**config.mk**
```make
export PLATFORM = sky130hd
export DESIGN_NAME = peripheral_axi4_initiator
export DESIGN_NICKNAME = d
export VERILOG_FILES = /design/src/rtl/peripheral_axi4_pkg.sv /design/src/rtl/peripheral_axi4_watchdog.sv /design/src/rtl/peripheral_axi4_initiator.sv
export SDC_FILE = /design/constraint.sdc
export NUM_CORES = 1
export LEC_CHECK = 0
export ABC_AREA = 1
export BUFFER_PORTS_ARGS = -buffer_cell sky130_fd_sc_hd__buf_2
export CORE_AREA = 2 2 126 128
export DETAILED_ROUTE_END_ITERATION = 12
export DIE_AREA = 0 0 128 130
export SETUP_SLACK_MARGIN = 0.5
export SLEW_MARGIN = 20
export SYNTH_ARGS = -nofsm -noshare
export SYNTH_HDL_FRONTEND = slang
export SYNTH_SLANG_ARGS = --single-unit
```
**constraint.sdc**
```tcl
create_clock -name aclk -period 3.51 [get_ports aclk]
set_input_delay 0.1755 -clock aclk [delete_from_list [all_inputs] [get_ports aclk]]
set_output_delay 0.1755 -clock aclk [all_outputs]
set_load 0.01 [all_outputs]
```
**src/rtl/peripheral_axi4_pkg.sv**
```systemverilog
// Shared AXI4 initiator definitions: FSM states, burst/response encodings, helpers.
package peripheral_axi4_pkg;

  typedef enum logic [2:0] {
    IDLE  = 3'd0,
    WADDR = 3'd1,
    WDATA = 3'd2,
    WRESP = 3'd3,
    RADDR = 3'd4,
    RDATA = 3'd5,
    DONE  = 3'd6
  } axi_state_e;

  localparam logic [1:0] AXI_BURST_FIXED = 2'b00;
  localparam logic [1:0] AXI_BURST_INCR  = 2'b01;
  localparam logic [1:0] AXI_BURST_WRAP  = 2'b10;

  localparam logic [1:0] AXI_RESPONSE_OKAY   = 2'b00;
  localparam logic [1:0] AXI_RESPONSE_EXOKAY = 2'b01;
  localparam logic [1:0] AXI_RESPONSE_SLVERR = 2'b10;
  localparam logic [1:0] AXI_RESPONSE_DECERR = 2'b11;

  localparam int WDOG_W = 16;

  function automatic logic resp_is_err(input logic [1:0] r);
    return (r == AXI_RESPONSE_SLVERR) || (r == AXI_RESPONSE_DECERR);
  endfunction

  // Severity grows with the encoding: OKAY < EXOKAY < SLVERR < DECERR.
  function automatic logic [1:0] resp_worst(input logic [1:0] a, input logic [1:0] b);
    return (a > b) ? a : b;
  endfunction

endpackage

```
**src/rtl/peripheral_axi4_watchdog.sv**
```systemverilog
// Stall watchdog: counts busy cycles without a handshake, flags expiry at saturation.
module peripheral_axi4_watchdog
  import peripheral_axi4_pkg::*;
(
  input  logic aclk,
  input  logic aresetn,
  input  logic busy,
  input  logic handshake,
  output logic expired
);

  logic [WDOG_W-1:0] cnt;

  always_ff @(posedge aclk) begin
    if (!aresetn) begin
      cnt <= '0;
    end else if (!busy || handshake) begin
      cnt <= '0;
    end else if (cnt != {WDOG_W{1'b1}}) begin
      cnt <= cnt + 1'b1;
    end
  end

  assign expired = busy && (cnt == {WDOG_W{1'b1}});

endmodule

```
**src/rtl/peripheral_axi4_initiator.sv**
```systemverilog
// Single-outstanding AXI4 burst initiator. Optional stall watchdog is enabled
// by defining PERIPHERAL_AXI4_INITIATOR_TIMEOUT_EN.
module peripheral_axi4_initiator
  import peripheral_axi4_pkg::*;
#(
  parameter int ADDR_WIDTH = 32,
  parameter int DATA_WIDTH = 32,
  parameter int ID_WIDTH   = 4
) (
  input  logic                    aclk,
  input  logic                    aresetn,
  input  logic                    cmd_valid,
  output logic                    cmd_ready,
  input  logic                    cmd_write,
  input  logic [ID_WIDTH-1:0]     cmd_id,
  input  logic [ADDR_WIDTH-1:0]   cmd_addr,
  input  logic [3:0]              cmd_len,
  input  logic [2:0]              cmd_size,
  input  logic                    wd_valid,
  output logic                    wd_ready,
  input  logic [DATA_WIDTH-1:0]   wd_data,
  input  logic [DATA_WIDTH/8-1:0] wd_strb,
  output logic                    rd_valid,
  output logic [DATA_WIDTH-1:0]   rd_data,
  output logic                    rd_last,
  output logic                    rsp_valid,
  output logic [ID_WIDTH-1:0]     rsp_id,
  output logic [1:0]              rsp_resp,
  output logic                    rsp_err,
  output logic [ID_WIDTH-1:0]     awid,
  output logic [ADDR_WIDTH-1:0]   awadr,
  output logic [3:0]              awlen,
  output logic [2:0]              awsize,
  output logic [1:0]              awburst,
  output logic                    awlock,
  output logic [3:0]              awcache,
  output logic [2:0]              awprot,
  output logic                    awvalid,
  input  logic                    awready,
  output logic [ID_WIDTH-1:0]     wid,
  output logic [DATA_WIDTH-1:0]   wrdata,
  output logic [DATA_WIDTH/8-1:0] wstrb,
  output logic                    wlast,
  output logic                    wvalid,
  input  logic                    wready,
  input  logic [ID_WIDTH-1:0]     bid,
  input  logic [1:0]              bresp,
  input  logic                    bvalid,
  output logic                    bready,
  output logic [ID_WIDTH-1:0]     arid,
  output logic [ADDR_WIDTH-1:0]   araddr,
  output logic [3:0]              arlen,
  output logic [2:0]              arsize,
  output logic                    arlock,
  output logic [3:0]              arcache,
  output logic [2:0]              arprot,
  output logic                    arvalid,
  input  logic                    arready,
  input  logic [ID_WIDTH-1:0]     rid,
  input  logic [DATA_WIDTH-1:0]   rdata,
  input  logic [1:0]              rresp,
  input  logic                    rlast,
  input  logic                    rvalid,
  output logic                    rready
);

  axi_state_e              state, state_nxt;
  logic [ID_WIDTH-1:0]     id_q;
  logic [ADDR_WIDTH-1:0]   addr_q;
  logic [3:0]              len_q;
  logic [2:0]              size_q;
  logic [3:0]              beat_q;
  logic [1:0]              resp_q;
  logic                    err_q;
  logic                    timeout;
  logic                    w_hs;
  logic                    last_beat;
  logic                    r_end;

  assign last_beat = (beat_q == len_q);
  assign w_hs      = (state == WDATA) && wd_valid && wready;
  assign r_end     = rlast || last_beat;

`ifdef PERIPHERAL_AXI4_INITIATOR_TIMEOUT_EN
  logic busy;
  logic any_hs;
  assign busy   = (state != IDLE) && (state != DONE);
  assign any_hs = (awvalid && awready) || (arvalid && arready) || (wvalid && wready) ||
                  (bvalid && bready) || (rvalid && rready);
  peripheral_axi4_watchdog u_wdog (
    .aclk      (aclk),
    .aresetn   (aresetn),
    .busy      (busy),
    .handshake (any_hs),
    .expired   (timeout)
  );
`else
  assign timeout = 1'b0;
`endif

  always_ff @(posedge aclk) begin
    if (!aresetn) state <= IDLE;
    else          state <= state_nxt;
  end

  always_comb begin
    state_nxt = state;
    case (state)
      IDLE:    if (cmd_valid) state_nxt = cmd_write ? WADDR : RADDR;
      WADDR:   if (awready) state_nxt = WDATA;
      WDATA:   if (w_hs && last_beat) state_nxt = WRESP;
      WRESP:   if (bvalid) state_nxt = DONE;
      RADDR:   if (arready) state_nxt = RDATA;
      RDATA:   if (rvalid && r_end) state_nxt = DONE;
      DONE:    state_nxt = IDLE;
      default: state_nxt = IDLE;
    endcase
    if (timeout) state_nxt = DONE;
  end

  always_comb begin
    cmd_ready = 1'b0;
    awvalid   = 1'b0;
    arvalid   = 1'b0;
    wvalid    = 1'b0;
    wd_ready  = 1'b0;
    wlast     = 1'b0;
    wrdata    = '0;
    wstrb     = '0;
    bready    = 1'b0;
    rready    = 1'b0;
    rsp_valid = 1'b0;
    case (state)
      IDLE:  cmd_ready = 1'b1;
      WADDR: awvalid   = 1'b1;
      WDATA: begin
        wvalid   = wd_valid;
        wd_ready = wready;
        wlast    = last_beat;
        wrdata   = wd_data;
        wstrb    = wd_strb;
      end
      WRESP: bready    = 1'b1;
      RADDR: arvalid   = 1'b1;
      RDATA: rready    = 1'b1;
      DONE:  rsp_valid = 1'b1;
      default: ;
    endcase
  end

  // Command capture, beat counting and completion-status accumulation
  always_ff @(posedge aclk) begin
    if (!aresetn) begin
      id_q   <= '0;
      addr_q <= '0;
      len_q  <= '0;
      size_q <= '0;
      beat_q <= '0;
      resp_q <= AXI_RESPONSE_OKAY;
      err_q  <= 1'b0;
    end else begin
      case (state)
        IDLE: if (cmd_valid) begin
          id_q   <= cmd_id;
          addr_q <= cmd_addr;
          len_q  <= cmd_len;
          size_q <= cmd_size;
          beat_q <= '0;
          resp_q <= AXI_RESPONSE_OKAY;
          err_q  <= 1'b0;
        end
        WDATA: if (w_hs) beat_q <= beat_q + 1'b1;
        WRESP: if (bvalid) begin
          resp_q <= bresp;
          err_q  <= resp_is_err(bresp) || (bid != id_q);
        end
        RDATA: if (rvalid) begin
          beat_q <= beat_q + 1'b1;
          resp_q <= resp_worst(resp_q, rresp);
          err_q  <= err_q || resp_is_err(rresp) || (rid != id_q) || (rlast && !last_beat);
        end
        default: ;
      endcase
      if (timeout) begin
        resp_q <= AXI_RESPONSE_DECERR;
        err_q  <= 1'b1;
      end
    end
  end

  // Read-data forwarding stage: one registered cycle behind the R channel
  always_ff @(posedge aclk) begin
    if (!aresetn) begin
      rd_valid <= 1'b0;
      rd_data  <= '0;
      rd_last  <= 1'b0;
    end else begin
      rd_valid <= (state == RDATA) && rvalid;
      rd_last  <= (state == RDATA) && rvalid && r_end;
      if ((state == RDATA) && rvalid) rd_data <= rdata;
    end
  end

  assign awid     = id_q;
  assign awadr    = addr_q;
  assign awlen    = len_q;
  assign awsize   = size_q;
  assign awburst  = AXI_BURST_INCR;
  assign awlock   = 1'b0;
  assign awcache  = 4'd0;
  assign awprot   = 3'd0;
  assign wid      = id_q;
  assign arid     = id_q;
  assign araddr   = addr_q;
  assign arlen    = len_q;
  assign arsize   = size_q;
  assign arlock   = 1'b0;
  assign arcache  = 4'd0;
  assign arprot   = 3'd0;
  assign rsp_id   = id_q;
  assign rsp_resp = resp_q;
  assign rsp_err  = err_q;

endmodule
```
Word level (Yosys, flattened, before mapping) --
Index checks and enable logic that the tools add are counted.
Operators by class: order comparisons 1, equality and inequality tests 22, add/subtract/negate cells 1, reduce and logical (&&, ||, !) cells 23, multiplexer cells 32
Operators with widths (count):
- $mux 32 | 1
- $mux 3 | 7
- $pmux 3 s6 | 1
- $mux 4 | 4
- $ne 2x2->1 const B | 8
- $mux 1 | 12
- $pmux 4 s3 | 1
- $eq 3x3->1 const B | 3
- $eq 2x2->1 const B | 4
- $mux 2 | 4
- $ne 4x4->1 | 2
- $reduce_and 4->1 | 2
- $logic_and 1x1->1 | 7
- $logic_or 1x1->1 | 7
- $eq 3x2->1 const B | 2
- $pmux 2 s3 | 1
- $reduce_and 6->1 | 1
- $reduce_bool 3->1 | 2
- $reduce_and 5->1 | 1
- $add 4x1->4 const B | 1
- $eq 4x4->1 | 1
- $eq 3x1->1 const B | 1
- $logic_not 3->1 | 1
- $pmux 1 s3 | 1
- 4 further kinds | 4
Storage, ports and cells: word-level logic and storage cells 90, bits in registers 87

Depth between registers and ports, before layout --
word-level depth 7, mapped depth 12, gate-level depth less buffers 11

Worst setup path before layout --
Ideal clock, no wire load.
path type register to register, start point register resp_q[0] (netlist: rsp_resp[0]), end point register resp_q[0] (netlist: rsp_resp[0]), clock period less this slack 1.342 ns, library setup time 0.116 ns, data arrival time 1.226 ns, slack 2.168 ns, path buffers 0, cell stages (with the launch flop) 9, cells stage by stage dfxtp_1 inv_1 ha_1 nand2_1 inv_1 nor3_1 nor3_2 o21ai_0 nor2_1
On the way: cells in the longest elaborated chain, start to end 3
RTL lines:
- start, declared | RTL line peripheral_axi4_initiator.sv:73 | logic [1:0] resp_q;
- start signal, assigned | RTL line peripheral_axi4_initiator.sv:174 | resp_q <= bresp;
- start signal, assigned | RTL line peripheral_axi4_initiator.sv:179 | resp_q <= resp_worst(resp_q, rresp);
- $gt 2x2->1 | RTL line peripheral_axi4_pkg.sv:31 | return (a > b) ? a : b;
- $ne 2x2->1 (no source line)
- $reduce_and 5->1 (no source line)
Every way passes these cells. A chain may end at the register's enable or synchronous reset.

Worst setup path in the final report --
start point register state[1], end point output port wlast
On the way: cells in the longest elaborated chain, start to end 2
RTL lines:
- start, declared | RTL line peripheral_axi4_initiator.sv:67 | axi_state_e state, state_nxt;
- start signal, assigned | RTL line peripheral_axi4_initiator.sv:103 | else state <= state_nxt;
- $eq 3x2->1 | RTL line peripheral_axi4_initiator.sv:133 | case (state)
- $mux 1 | RTL line peripheral_axi4_initiator.sv:133
- end, declared | RTL line peripheral_axi4_initiator.sv:43 | output logic wlast,
Every way passes these cells.

==> metrics.md <==
| Metric | Value |
|---|---|
| CP endpoint kind | output pin |
| Cell Rows | 46 |
| Largest net degree at the start of global routing | 53 |
| Worst hold slack | around 0.053 ns |
| P_leak | 0.003384 uW |
| RSZ-0062 raised after global routing | false |
| Max clock buf depth | 2 |
| Synth Area in Compound Gates | 11.74% |
| Max Clock Freq | ~460 MHz |
| Via/cell ratio | roughly 4.3 |
| CTS buffer count | 9 |
| Worst skew pair latency | 0.34 ns |
| CP peak stage delay | 0.59 ns |
| Worst endpoint data arrival time | 2.02 ns |
| DR pass1 iterations | 4 |
| Period minus WS final | 2.194 ns |
| DRT Wirelength | 14.27 mm |
| DIE AREA | 16640 sq um |
| Largest family of logic cells by synthesized area | simple AND/OR/NAND/NOR gates |
| Distinct cells, synth | 33 |
| Total internal power | between 2000 and 2500 uW |
| Max VDD drop | 0.3580 mV |
| CP max FO | 21 |
| Required time worst endpoint | 3.33 ns |
| Setup TNS after final layout | 0 ns |
| Core footprint | around 15000 sq um |
| Sw frac | 41.54% |
| Tcrit/Tclk final | 62.51% |
| FF-to-FF path depth | 8 |
| Clock Sink Count | 87 |
| HP Class | in2reg |
| Die width | between 100 and 150 microns |
| Final non-filler cell total | about 1100 |
| IO Count | around 330 |
| Part of the power in combinational logic | between 40% and 50% |
| Fill cells | approximately 1700 |
| Vias in the first global route | ~4000 |
| Post-route DRC | 0 |
| Max-Cap Viols | 0 |
| Layout cell share with drive strength beyond 1 | between 30% and 40% |
| Seq/Total Area, Yosys | between 30% and 40% |
| DIE HEIGHT | 130 microns |
| CTS tree | built |
| Final clock skew | ~0.0071 ns |
| Slew @ Worst Pin | approximately 1.0 ns |
| Multiplexer area fraction after synthesis | 0% |
| Via count | 4620 |
| Startpoint types | register |
| FF+latch area | 1742 sq um |
| Post-DP HPWL | 10.72 mm |
| Power share of the clock group | 23.8% |
| Final-report setup violation count | 0 |
| Gr ovfl total | 0 |
| PostCTS Resize Cnt | 0 |
| Multi-input gate area | 1824 sq um |
| Critical path cell sequence | nand3_2 > buf_4 > nor2_1 > buf_2 |
| Clk Tree Root Cell | clkbuf_16 |
| Run status | finished, final reports clean |
| Post-DRT Antenna Nets | 0 |
| Synth Area in Adders | less than 1% |
| GP Congestion | 0.8015 |
| Synth Area in XOR/XNOR | 0.7808% |
| # Post-CTS Setup Buffers | 0 |
| Cts hold-fix bufs | 0 |
| Placed Cells | 1067 |
| Cell Area, Synth | 4487 sq um |
| Initial antenna violation count | 2 |
| Syn Area/Cell | 6.935 sq um |
| Synth Area in Simple Gates | 25.79% |
| PwrDens | roughly 660 nW/um^2 |
| Port bufs | 309 |
| Detailed Route Iter0 Violations | 178 |
| Routed len/inst | 13.15 microns |
| Seq cells post-synth | 87 |
| Clock Pin Slew Worst Setup and Hold Paths | 0.07 ns |
| Final Hold Viols | 0 |
| Synthesized instance count | 647 |
| Flop pwr share | about 36% |
| Initial core utilization | 29.09% |
| First-pass GRT wire length | approximately 21 mm |
| Area grow syn2layout | 32.99% |
| Final instance area | 5967 sq um |
| Setup CP Type | reg2out |
| NetSw | 1630 uW |
| Fin. max-slew vios | 0 |
| Worst Hold Path Cells | 3 |
| Synth warnings | 0 |
| Crit-path slowest cell | dfxtp_1 |
| Worst rel slew slack | 32.73% |
| Total Routing Usage GR | ~16% |
| Nets | 1023 |
| Placed cell area | 5670 sq um |
| H-tree Lvls | 3 |
through the flow:
stage / setup slack [ns] / total power [uW] / utilization (%)
final: 1.316 / 3923 / 38.68
after detailed placement: 1.285 / 3029 / 36.76
after global placement: 1.264 / 3027 / 36.76
after floorplan: 2.168 / 2594 / -
after global routing: 1.140 / 4225 / 38.67
after CTS: 1.296 / 3988 / 38.65
cells in the final DEF (no fill, tap or decap), drive strengths merged:
master / synthesis / final
a21oi: 51 / 51
a22o: 1 / 1
and2: 1 / 1
buf: 87 / 315
clkbuf: 16 / 9
clkinv: 1 / 4
clkinvlp: 0 / 2
conb: 2 / 18
dfxtp: 87 / 87
diode: 0 / 2
ha: 3 / 3
inv: 71 / 73
nand2: 81 / 81
nand3: 46 / 46
nand3b: 1 / 1
nand4: 2 / 2
nor2: 137 / 137
nor3: 5 / 5
o21ai: 50 / 50
o31ai: 1 / 1
xnor2: 1 / 1
xor2: 3 / 3
cell type report:
class | count | area share, %
well taps | 192 | 4.026
flip-flops and latches | 87 | 29.19
inverters | 72 | 4.571
multi-input cells | 401 | 30.57
clock buffers | 9 | 3.774
repair buffers | 315 | 26.67
diodes | 2 | 0.08388
clock inverters | 7 | 1.111
logic make-up (layout without fill, tap and decap cells):
| kind of cell | count (synthesis) | in the layout |
|---|---|---|
| AOI/OAI and AO/OA | 103 | 103 |
| xor gates and xnor gates | 4 | 4 |
| adders and majority gates | 3 | 3 |
| buffers and inverters | 175 | 403 |
| DFF | 87 | 87 |
| other | 2 | 20 |
| and+or+nand+nor | 273 | 273 |
metal layers:
layer  wire length [microns]  track usage, %  up-vias
met5                       0               0        -
met4                     128           4.460        0
met3                    1287           5.248       10
met2                    6616           26.39      193
met1                    6234           20.10     2009
li1                        -               -     2408
cell usage after synthesis:
cell type  count  share of area (%)
nor2_1       132                 11
buf_1          1              0.084
nor3_1         4               0.45
clkinv_1       1              0.084
nand4_1        2               0.28
buf_6          4                1.0
ha_1           3               0.84
o21ai_0       46                5.1
nand3_2        3               0.67
a21oi_2        1               0.20
dfxtp_1       87                 39
o31ai_1        1               0.17
nand3b_1       1               0.17
clkbuf_1      15                1.3
nor2_2         4               0.56
buf_4         75                 13
xnor2_1        1               0.20
inv_2          4               0.33
buf_2          7               0.78
nand3_1       43                4.8
inv_1         66                5.5
nor2_4         1               0.25
a21oi_1       50                5.6
inv_4          1               0.14
a22o_2         1               0.22
o21ai_1        4               0.45
nor3_2         1               0.22
xor2_1         3               0.59
and2_1         1               0.14
clkbuf_2       1               0.11
nand2_1       73                6.1
conb_1         2               0.17
nand2_2        8                1.1
flip-flops by register name (all words and copies together), names as in the netlist:
name      flops
arlen         4
beat_q        4
araddr       32
rd_valid      1
arid          4
rsp_resp      2
rd_last       1
rd_data      32
state         3
arsize        3
rsp_err       1
path summary, 6_finish.rpt:
check                                 start          end  slack (ns)
worst min register to register  rd_data[18]  rd_data[18]        0.46
worst min-delay path            cmd_addr[2]    araddr[2]        0.05
worst max register to register     state[1]      arid[1]        1.41
worst max-delay path               state[1]        wlast        1.32
critical path, delay by kind of cell (launching register included):
kind          cells  cell delay, ns
flops             1            0.59
buf+inv           2            0.54
simple gates      2            0.54
power groups by stage:
stage / logic, uW / clock network [uW] / registers [uW]
global placement: 1610 / 0 / 1420
floorplan: 1150 / 0 / 1440
global route: 1790 / 1010 / 1430
CTS: 1620 / 971 / 1400
detailed placement: 1610 / 0 / 1420
finish: 1590 / 934 / 1390
Note: power is estimated with default switching activity, not from simulation.
